`src/rtl/psum_out_pkg.sv`:
```
// Shared widths, partial-sum format encoding and saturation helper for psum_out_stage.
package psum_out_pkg;

    localparam int unsigned PSUM_BW = 16;
    localparam int unsigned OUT_BW  = 8;

    // Value of the format input
    localparam logic FMT_TWOS    = 1'b0;
    localparam logic FMT_SIGNMAG = 1'b1;

    // Working width of the saturate helper; must exceed psum_bw + 2
    localparam int unsigned SAT_W = 32;

    // Clamp a signed value into the range of a w-bit two's-complement number
    function automatic logic signed [SAT_W-1:0] saturate(
        input logic signed [SAT_W-1:0] v,
        input int unsigned             w
    );
        logic signed [SAT_W-1:0] hi;
        logic signed [SAT_W-1:0] lo;
        hi = $signed((SAT_W'(1) << (w - 1)) - SAT_W'(1));
        lo = ~hi;
        if (v > hi) begin
            return hi;
        end else if (v < lo) begin
            return lo;
        end
        return v;
    endfunction

endpackage

```
`src/rtl/psum_out_fifo.sv`:
```
// Synchronous FIFO with occupancy count, registered full/empty flags and synchronous flush.
// rdata is the head entry, forced to zero while empty.
module psum_out_fifo
    import psum_out_pkg::*;
#(
    parameter int unsigned W     = OUT_BW,
    parameter int unsigned DEPTH = 4
) (
    input  logic                     clk,
    input  logic                     reset,
    input  logic                     clr,
    input  logic                     push,
    input  logic [W-1:0]             wdata,
    input  logic                     pop,
    output logic [W-1:0]             rdata,
    output logic [$clog2(DEPTH):0]   count,
    output logic                     full,
    output logic                     empty,
    output logic                     drop_c
);

    localparam int unsigned AW = $clog2(DEPTH);
    localparam int unsigned CW = AW + 1;

    logic [W-1:0]  mem [DEPTH];
    logic [AW-1:0] wptr;
    logic [AW-1:0] rptr;
    logic          do_push_c;
    logic          do_pop_c;
    logic [CW-1:0] count_nxt_c;

    // Qualify push/pop against flags and compute next occupancy; clr wins
    always_comb begin
        do_pop_c    = pop && !empty && !clr;
        do_push_c   = push && (!full || do_pop_c) && !clr;
        drop_c      = push && full && !do_pop_c && !clr;
        count_nxt_c = count;
        case ({do_push_c, do_pop_c})
            2'b10:   count_nxt_c = count + CW'(1);
            2'b01:   count_nxt_c = count - CW'(1);
            default: count_nxt_c = count;
        endcase
        if (clr) begin
            count_nxt_c = '0;
        end
    end

    // Pointers, occupancy and flags
    always_ff @(posedge clk or posedge reset) begin
        if (reset) begin
            wptr  <= '0;
            rptr  <= '0;
            count <= '0;
            full  <= 1'b0;
            empty <= 1'b1;
        end else begin
            if (clr) begin
                wptr <= '0;
                rptr <= '0;
            end else begin
                if (do_push_c) wptr <= wptr + AW'(1);
                if (do_pop_c)  rptr <= rptr + AW'(1);
            end
            count <= count_nxt_c;
            full  <= (count_nxt_c == CW'(DEPTH));
            empty <= (count_nxt_c == '0);
        end
    end

    // Storage array; contents are meaningless until written
    always_ff @(posedge clk) begin
        if (do_push_c) begin
            mem[wptr] <= wdata;
        end
    end

    assign rdata = empty ? '0 : mem[rptr];

endmodule

```
`src/rtl/psum_out_stage.sv`:
```
// MAC partial-sum output stage: capture, format normalisation, ReLU, shift,
// saturation and a small valid/ready FIFO toward the output SRAM writer.
// Optional macro PSUM_OUT_ROUND_EN: round half up before the right shift.
module psum_out_stage
    import psum_out_pkg::*;
#(
    parameter int unsigned psum_bw = PSUM_BW,
    parameter int unsigned out_bw  = OUT_BW,
    parameter int unsigned SHIFT   = 0,
    parameter int unsigned DEPTH   = 4
) (
    input  logic                    clk,
    input  logic                    reset,
    input  logic                    clr,
    input  logic [psum_bw-1:0]      psum_in,
    input  logic                    psum_vld,
    input  logic                    format,
    input  logic                    relu_en,
    output logic [out_bw-1:0]       o_data,
    output logic                    o_valid,
    input  logic                    o_ready,
    output logic                    full,
    output logic [$clog2(DEPTH):0]  count,
    output logic                    overflow
);

    // Conversion width holds +/-(2^(psum_bw-1)) without wrap; extra bit for rounding
    localparam int unsigned VW = psum_bw + 1;
    localparam int unsigned XW = psum_bw + 2;

`ifdef PSUM_OUT_ROUND_EN
    localparam logic [XW-1:0] RND = XW'((SHIFT == 0) ? 0 : (1 << (SHIFT - 1)));
`endif

    logic signed [VW-1:0] conv_c;
    logic signed [VW-1:0] mag_c;
    logic                 s1_vld;
    logic signed [VW-1:0] s1_val;
    logic                 s1_relu;
    logic signed [VW-1:0] relu_c;
    logic signed [XW-1:0] pre_c;
    logic signed [XW-1:0] shr_c;
    logic [out_bw-1:0]    res_c;
    logic                 fifo_empty;
    logic                 fifo_drop_c;

    // Normalise two's-complement or sign-magnitude input to a signed value
    always_comb begin
        mag_c  = $signed({2'b00, psum_in[psum_bw-2:0]});
        conv_c = VW'($signed(psum_in));
        if (format == FMT_SIGNMAG) begin
            conv_c = psum_in[psum_bw-1] ? -mag_c : mag_c;
        end
    end

    // Stage 1: capture the converted partial sum and its ReLU control
    always_ff @(posedge clk or posedge reset) begin
        if (reset) begin
            s1_vld  <= 1'b0;
            s1_val  <= '0;
            s1_relu <= 1'b0;
        end else if (clr) begin
            s1_vld  <= 1'b0;
        end else begin
            s1_vld <= psum_vld;
            if (psum_vld) begin
                s1_val  <= conv_c;
                s1_relu <= relu_en;
            end
        end
    end

    // ReLU, optional rounding, floor shift and saturation of the stage-1 value
    always_comb begin
        relu_c = (s1_relu && s1_val[VW-1]) ? '0 : s1_val;
        pre_c  = XW'(relu_c);
`ifdef PSUM_OUT_ROUND_EN
        pre_c  = pre_c + $signed(RND);
`endif
        shr_c  = pre_c >>> SHIFT;
        res_c  = out_bw'(saturate(SAT_W'(shr_c), out_bw));
    end

    // Stage 2: result FIFO toward the SRAM writer
    psum_out_fifo #(
        .W     (out_bw),
        .DEPTH (DEPTH)
    ) u_fifo (
        .clk    (clk),
        .reset  (reset),
        .clr    (clr),
        .push   (s1_vld),
        .wdata  (res_c),
        .pop    (o_ready),
        .rdata  (o_data),
        .count  (count),
        .full   (full),
        .empty  (fifo_empty),
        .drop_c (fifo_drop_c)
    );

    assign o_valid = !fifo_empty;

    // Sticky flag for a result dropped on a full FIFO
    always_ff @(posedge clk or posedge reset) begin
        if (reset) begin
            overflow <= 1'b0;
        end else if (clr) begin
            overflow <= 1'b0;
        end else if (fifo_drop_c) begin
            overflow <= 1'b1;
        end
    end

endmodule

```
`config.mk`:
```
export PLATFORM = sky130hd
export DESIGN_NAME = psum_out_stage
export DESIGN_NICKNAME = d
export VERILOG_FILES = /design/src/rtl/psum_out_pkg.sv /design/src/rtl/psum_out_fifo.sv /design/src/rtl/psum_out_stage.sv
export SDC_FILE = /design/constraint.sdc
export NUM_CORES = 1
export LEC_CHECK = 0
export ABC_CLOCK_PERIOD_IN_PS = 3900
export CORE_AREA = 3 3 85 87
export CTS_CLUSTER_SIZE = 12
export DETAILED_ROUTE_END_ITERATION = 12
export DIE_AREA = 0 0 88 90
export PLACE_DENSITY = 0.66
export SYNTH_ARGS = -nofsm -noshare
export SYNTH_HDL_FRONTEND = slang
export SYNTH_SLANG_ARGS = --single-unit
export TNS_END_PERCENT = 50
```
`constraint.sdc`:
```
create_clock -name clk -period 3.9 [get_ports clk]
set_input_delay 0.975 -clock clk [delete_from_list [all_inputs] [get_ports clk]]
set_output_delay 0.975 -clock clk [all_outputs]
set_load 0.005 [all_outputs]
```
# ---- Word level (Yosys, flattened, before mapping)
# Memory sizes are Yosys's and may differ from the RTL's.
# Cells that the tools add are included.
dict set report word_totals {
  mem_bits_rw 32
  memories 1
  word_cells 59
  out_inout_bits 14
  register_bits 29
}
# name words word_bits read_ports rd_clocked_by_memory_dff write_ports line_no
set memory_table {}
lappend memory_table {u_fifo.mem 4 8 1 0 1 psum_out_fifo.sv:25} ;# logic [W-1:0] mem [DEPTH];
dict set report classes {
  bitwise 1
  n_eq_ne 3
  reduce_logical 18
  n_lt_le_gt_ge 2
  add_sub_neg 5
  muxes 20
}
# cell n
set op_table {}
lappend op_table {{$mux 17} 3}
lappend op_table {{$mux 8} 4}
lappend op_table {{$gt 17x8->1 const B} 1}
lappend op_table {{$lt 17x8->1 const B} 1}
lappend op_table {{$neg 15->17} 1}
lappend op_table {{$logic_and 1x1->1} 8}
lappend op_table {{$mux 2} 4}
lappend op_table {{$mux 1} 7}
lappend op_table {{$pmux 3 s2} 1}
lappend op_table {{$reduce_bool 2->1} 3}
lappend op_table {{$add 2x1->2 const B} 2}
lappend op_table {{$logic_not 1->1} 4}
lappend op_table {{$add 3x1->3 const B} 1}
lappend op_table {{$eq 3x3->1 const B} 1}
lappend op_table {{$logic_not 3->1} 1}
lappend op_table {{$mux 3} 1}
lappend op_table {{$sub 3x1->3 const B} 1}
lappend op_table {{$eq 2x1->1 const B} 1}
lappend op_table {{$eq 2x2->1 const B} 1}
lappend op_table {{$reduce_and 2->1} 1}
lappend op_table {{$logic_or 1x1->1} 1}
lappend op_table {{$not 1->1} 1}

# ---- Longest topological paths before layout
dict set report logic_depth {
  depth_word 10
  mapped_depth 10
}

# ---- Cells and area by module
# A second synthesis with hierarchy kept.
dict set report unflattened {
  cells_unflattened 253
  area_unflattened_um2 2990.4
}
# mod area_per_inst_um2 cells_each instances
set by_module_without_submodules {}
lappend by_module_without_submodules {psum_out_fifo 1749.2 104 1}
lappend by_module_without_submodules {psum_out_stage 1241.2 149 1}

# ---- Least setup slack after synthesis
# Ideal clock, no wire load.
dict set report synth_timing {
  path_kind {in2reg}
  start {in o_ready}
  end {reg u_fifo.full}
  setup_time_ns 0.073
  n_path_buf 0
  path_slack_ns 0.893
  required_ns 3.827
  t_arrival_ns 2.935
  cell_stages 10
  path_cell_list {nand2b_1 a21boi_1 nor2b_1 inv_1 ha_1 fa_1 xnor2_1 or3_1 a21oi_1 nor2b_1}
}
dict set report synth_via {
  elab_chain_len 9
  word_cells_on_any_way 10
  classes_between {eq/ne: 3; mux: 2; reduce/logical: 5}
}
# element line_no
set synth_rtl {}
lappend synth_rtl {{start: declaration} psum_out_stage.sv:21} ;# input logic o_ready,
lappend synth_rtl {{$logic_and 1x1->1 * (2 in a row)} psum_out_fifo.sv:34} ;# do_pop_c = pop && !empty && !clr;
lappend synth_rtl {{$logic_or 1x1->1} psum_out_fifo.sv:35} ;# do_push_c = push && (!full || do_pop_c) && !clr;
lappend synth_rtl {{$logic_and 1x1->1 (2 in a row)} psum_out_fifo.sv:35}
lappend synth_rtl {{$eq 2x1->1 / $eq 2x2->1 (equally long branches)} psum_out_fifo.sv:38} ;# case ({do_push_c, do_pop_c})
lappend synth_rtl {{$pmux 3 s2 *} psum_out_fifo.sv:38}
lappend synth_rtl {{$mux 3 *} psum_out_fifo.sv:43} ;# if (clr) begin
lappend synth_rtl {{via u_fifo.count_nxt_c[2]} psum_out_fifo.sv:30} ;# logic [CW-1:0] count_nxt_c;
lappend synth_rtl {{$eq 3x3->1 *} psum_out_fifo.sv:65} ;# full <= (count_nxt_c == CW'(DEPTH));
lappend synth_rtl {{end signal: assignment} psum_out_fifo.sv:65}
lappend synth_rtl {{end: declaration} psum_out_fifo.sv:17} ;# output logic full,
# The timed path passes the listed nets; every way through them passes the cells marked *.
# A chain may end at the register's enable or synchronous reset.

# ---- Final worst setup path
# Ends and elaborated chain as after synthesis.

==> impl.org <==
** Floorplan
- Die outline width :: 88 microns
- Row generation in the floorplan step produced 29 rows.
- Die outline area :: slightly below 0.008 sq mm
- 37 I/O pins were placed.
- The die is roughly 90 microns tall.
- Initial Utilization :: 0.460
- The core region is 0.00642 sq mm.

** Synthesis
- For this run, the register share of the synthesized area comes to 0.572.
- Post-synth top area share :: 0.326
- Mean Syn Cell Area :: 11.7 sq um
- After synthesis the netlist holds a flip-flop and latch count of a little over 60.
- Synthesis warning total :: 0
- The synthesized netlist occupies a cell area of 0.00295 sq mm.
- Library cell with the largest summed area after synthesis :: sky130_fd_sc_hd__edfxtp_1
- The number of nets in the synthesized netlist is about 280.
- Synthesized instance count :: 252
- Number of distinct library cells after synthesis :: 38
- Synth area leaders :: sky130_fd_sc_hd__edfxtp_1, sky130_fd_sc_hd__dfrtp_1, sky130_fd_sc_hd__mux4_2, sky130_fd_sc_hd__nand2_1, sky130_fd_sc_hd__xnor2_1

** Critical path
- Setup Crit Path Kind :: input pin to register
- STA classifies the critical path endpoint as a register.
- STA classifies the critical path startpoint as an input pin.
- The kind of cell with the highest combined delay along the critical path is simple AND/OR/NAND/NOR gates.
- Cells along the critical path :: clkdlybuf4s50_1, nand2b_1, a21boi_1, nor2b_1, inv_1, ha_1, fa_1, xnor2_1, or3_1, a21oi_1, nor2b_1
- STA puts the critical path data required time at 4.17 ns.
- In this run the worst path has a maximum fanout of 5.
- Across all register-to-register paths, the minimum setup slack is approximately 1.3 ns.
- Most numerous cell on the critical path :: sky130_fd_sc_hd__nor2b_1
- Crit path max-delay cell type :: sky130_fd_sc_hd__clkdlybuf4s50_1
- For the worst setup path, the data arrival time is between 3 and 4 ns.
- The number of buffers and inverters on the critical path is 2.
- In this design, the stage delay of the slowest critical-path cell is 0.48 ns.

** Placement
- DPL Wire Length :: 3770 microns
- The count of buffers added on input and output ports is 36.
- Final estimated routing congestion in global placement :: ~0.8
- Placed cell count :: 359

** Layout
- Non-Filler Instances :: 375
- Filler cells :: 550
- Measured on the finished design, the core utilization comes to 0.559.
- Proportion of layout cells with a drive suffix above 1 :: 0.104
- Final net count :: 323
- The number of antenna diodes in the final layout is 0.
- Area added between synthesis and finish :: 21.5%

** GRT
- Across every metal layer, demand over resource in global routing totals 0.143.
- The total overflow left after global routing is 0.
- The via count of the first global-routing pass came to about 1900.
- Antenna violations before repair :: 0
- The first global-routing pass estimated just under 9000 microns of wire.
- Maximum number of pins on one net before global-route repair :: 30

** Route
- After detailed routing, the number of vias per cell comes to 5.09.
- Total number of vias :: 1910
- Summed over all layers, the routed wires come to 5190 microns.
- The count of nets left with antenna violations once routing finished came out at 0.
- Total iterations of the first detailed-routing run :: 4
- In the final routed layout, each cell accounts on average for around 14 microns.
- DRC :: 0
- In this run, the number of DRC markers left after iteration 0 of detailed routing was 61.

** Clocking
- Cts bufs inserted :: 9
- Once the clock tree was built, the setup fixing pass inserted 0 buffers.
- Bufs on Longest Clock Path :: 2
- Clock latency on the worst-skew pair, taken at its later pin, is 0.33 ns.
- After clock tree synthesis, the clock-pin slew on the worst setup and hold paths is 0.07 ns.
- Clock net sink count :: 61
- Gates resized during post-CTS repair numbered 0.
- The number of hold buffers added after CTS was 0.
- CTS root buffer :: sky130_fd_sc_hd__clkbuf_8
- H-tree levels :: 3
- TritonCTS clock tree :: done

** Timing
- Ratio of final minimum period to clock period :: 0.826
- Setup repair after global routing left no endpoint under its margin.
- The final count of hold timing violations was 0.
- Actual transition at the worst max-transition pin :: approximately 1.1 ns
- Between clock sinks in the finished design, the worst skew comes to 0.00830 ns.
- Worst-case headroom to the max-slew limit :: 0.281
- After layout, the minimum clock period comes to 3.22 ns.
- Setup violations remaining at the end of the flow were counted as 0.
- Max Transition Viols Final :: 0
- For the final routed database, the setup TNS stands at 0 ns.
- Highest achievable clock rate :: 310 MHz

** Min path
- The tightest min-delay check is of the register to register type.

** Status
- The run finished with clean final reports.

** Pwr
- Leakage dissipation :: 1.37 nW
- Peak supply drop :: 0.162 mV
- Power Dens Cells :: 411 mW/mm^2

** Flow run
- Max-cap violations in this run came to 0.
## logic make-up after synthesis
group,count (synthesis),synth area share
flip-flops,61,0.572
buffers and inverters,19,0.0263
adder cells (fa/ha/maj),7,0.0322
XOR/XNOR,14,0.0415
AND/OR/NAND/NOR,99,0.175
AO/OA/AOI/OAI,39,0.0755
multiplexers,13,0.0780
## worst register-to-register path, stage by stage (launching register included)
cell,delay [ns]
sky130_fd_sc_hd__dfstp_2,0.38
sky130_fd_sc_hd__nand2b_1,0.18
sky130_fd_sc_hd__a21boi_1,0.18
sky130_fd_sc_hd__nor2b_1,0.25
sky130_fd_sc_hd__inv_1,0.07
sky130_fd_sc_hd__ha_1,0.21
sky130_fd_sc_hd__fa_1,0.38
sky130_fd_sc_hd__xnor2_1,0.14
sky130_fd_sc_hd__or3_1,0.30
sky130_fd_sc_hd__a21oi_1,0.23
sky130_fd_sc_hd__nor2b_1,0.16
## per-layer routing
layer,vias to the layer above,part of all wire,routed length (microns),global-route usage
li1,985,-,-,-
met1,878,0.48,2500,0.195
met2,39,0.46,2400,0.212
met3,8,0.035,180,0.0274
met4,0,0.021,107,0.0767
met5,-,0,0,0
## cell usage after synthesis (all sizes together)
| cell | n |
|---|---|
| edfxtp | 32 |
| nand2 | 30 |
| dfrtp | 28 |
| nor2 | 24 |
| o21ai | 14 |
| a21oi | 12 |
| and2 | 12 |
| xnor2 | 12 |
| a31oi | 8 |
| inv | 8 |
| mux4 | 8 |
| nor3 | 7 |
| clkbuf | 6 |
| ha | 6 |
| mux2i | 5 |
| nand4 | 5 |
| or3 | 5 |
| buf | 4 |
| nor2b | 4 |
| nor4 | 4 |
| a21o | 2 |
| a221o | 2 |
| and4b | 2 |
| nand2b | 2 |
| nor3b | 2 |
| xor2 | 2 |
| a21boi | 1 |
| clkinv | 1 |
| dfstp | 1 |
| fa | 1 |
| nand3 | 1 |
| nand4b | 1 |
## power by group
part | switching, mW | internal, mW | leakage (nW)
Clock | 0.232 | 0.308 | 0.0967
Sequential | 0.0330 | 0.727 | 0.656
Combinational | 0.0839 | 0.0879 | 0.620
Total | 0.349 | 1.12 | 1.37
## cell usage in the layout (no fill, tap or decap), types with 4 or more instances in the layout
| master | netlist | final |
|---|---|---|
| sky130_fd_sc_hd__xnor2_1 | 12 | 12 |
| sky130_fd_sc_hd__clkdlybuf4s50_1 | 0 | 36 |
| sky130_fd_sc_hd__mux2i_1 | 5 | 5 |
| sky130_fd_sc_hd__and2_1 | 12 | 12 |
| sky130_fd_sc_hd__nand2_1 | 30 | 30 |
| sky130_fd_sc_hd__a31oi_1 | 8 | 8 |
| sky130_fd_sc_hd__ha_1 | 6 | 6 |
| sky130_fd_sc_hd__edfxtp_1 | 32 | 32 |
| sky130_fd_sc_hd__clkbuf_8 | 0 | 10 |
| sky130_fd_sc_hd__nor2_1 | 24 | 24 |
| sky130_fd_sc_hd__nor2b_1 | 4 | 4 |
| sky130_fd_sc_hd__nand4_1 | 4 | 4 |
| sky130_fd_sc_hd__a21oi_1 | 12 | 12 |
| sky130_fd_sc_hd__mux4_2 | 8 | 8 |
| sky130_fd_sc_hd__nor3_1 | 7 | 7 |
| sky130_fd_sc_hd__or3_1 | 5 | 5 |
| sky130_fd_sc_hd__inv_1 | 8 | 8 |
| sky130_fd_sc_hd__buf_4 | 1 | 4 |
| sky130_fd_sc_hd__dfrtp_1 | 28 | 28 |
| sky130_fd_sc_hd__o21ai_0 | 14 | 14 |
## metrics by stage
stage          power [mW]  cell area [sq um]  setup WS (ns)  hold slack [ns]
2_1_floorplan       0.870               2950          0.893            0.459
3_3_place_gp        0.942               3390          0.423            0.488
3_5_place_dp        0.948               3390          0.346            0.492
4_1_cts              1.49               3590          0.624            0.506
5_1_grt              1.55               3590          0.472            0.519
6_report             1.47               3590          0.678            0.507
## registers in the layout, indices dropped and copies added, names as in the netlist
name	count
u_fifo.full	1
s1_relu	1
s1_vld	1
u_fifo.rptr	2
u_fifo.empty	1
u_fifo.wptr	2
overflow	1
s1_val	17
u_fifo.mem	32
u_fifo.count	3
## layout make-up
class                           count  area, sq um  area share
Clock buffer                       11          141      0.0394
Clock inverter                      5         51.3      0.0143
Sequential cell                    61         1690       0.471
Multi-Input combinational cell    172         1190       0.331
Timing Repair Buffer               40          390       0.109
Tap cell                           77         96.3      0.0269
Inverter                            9         33.8     0.00942
## worst paths after layout
check,from,end,cells after the start
setup / recovery,o_ready,u_fifo.full,11
hold / removal,s1_val[15],s1_val[15],1
setup reg to reg,u_fifo.empty,u_fifo.full,10
max in group asynchronous,reset,s1_val[2],2
hold reg to reg,s1_val[15],s1_val[15],1
min in group asynchronous,reset,s1_val[10],2
No activity file was read; power rests on OpenSTA's default activity.
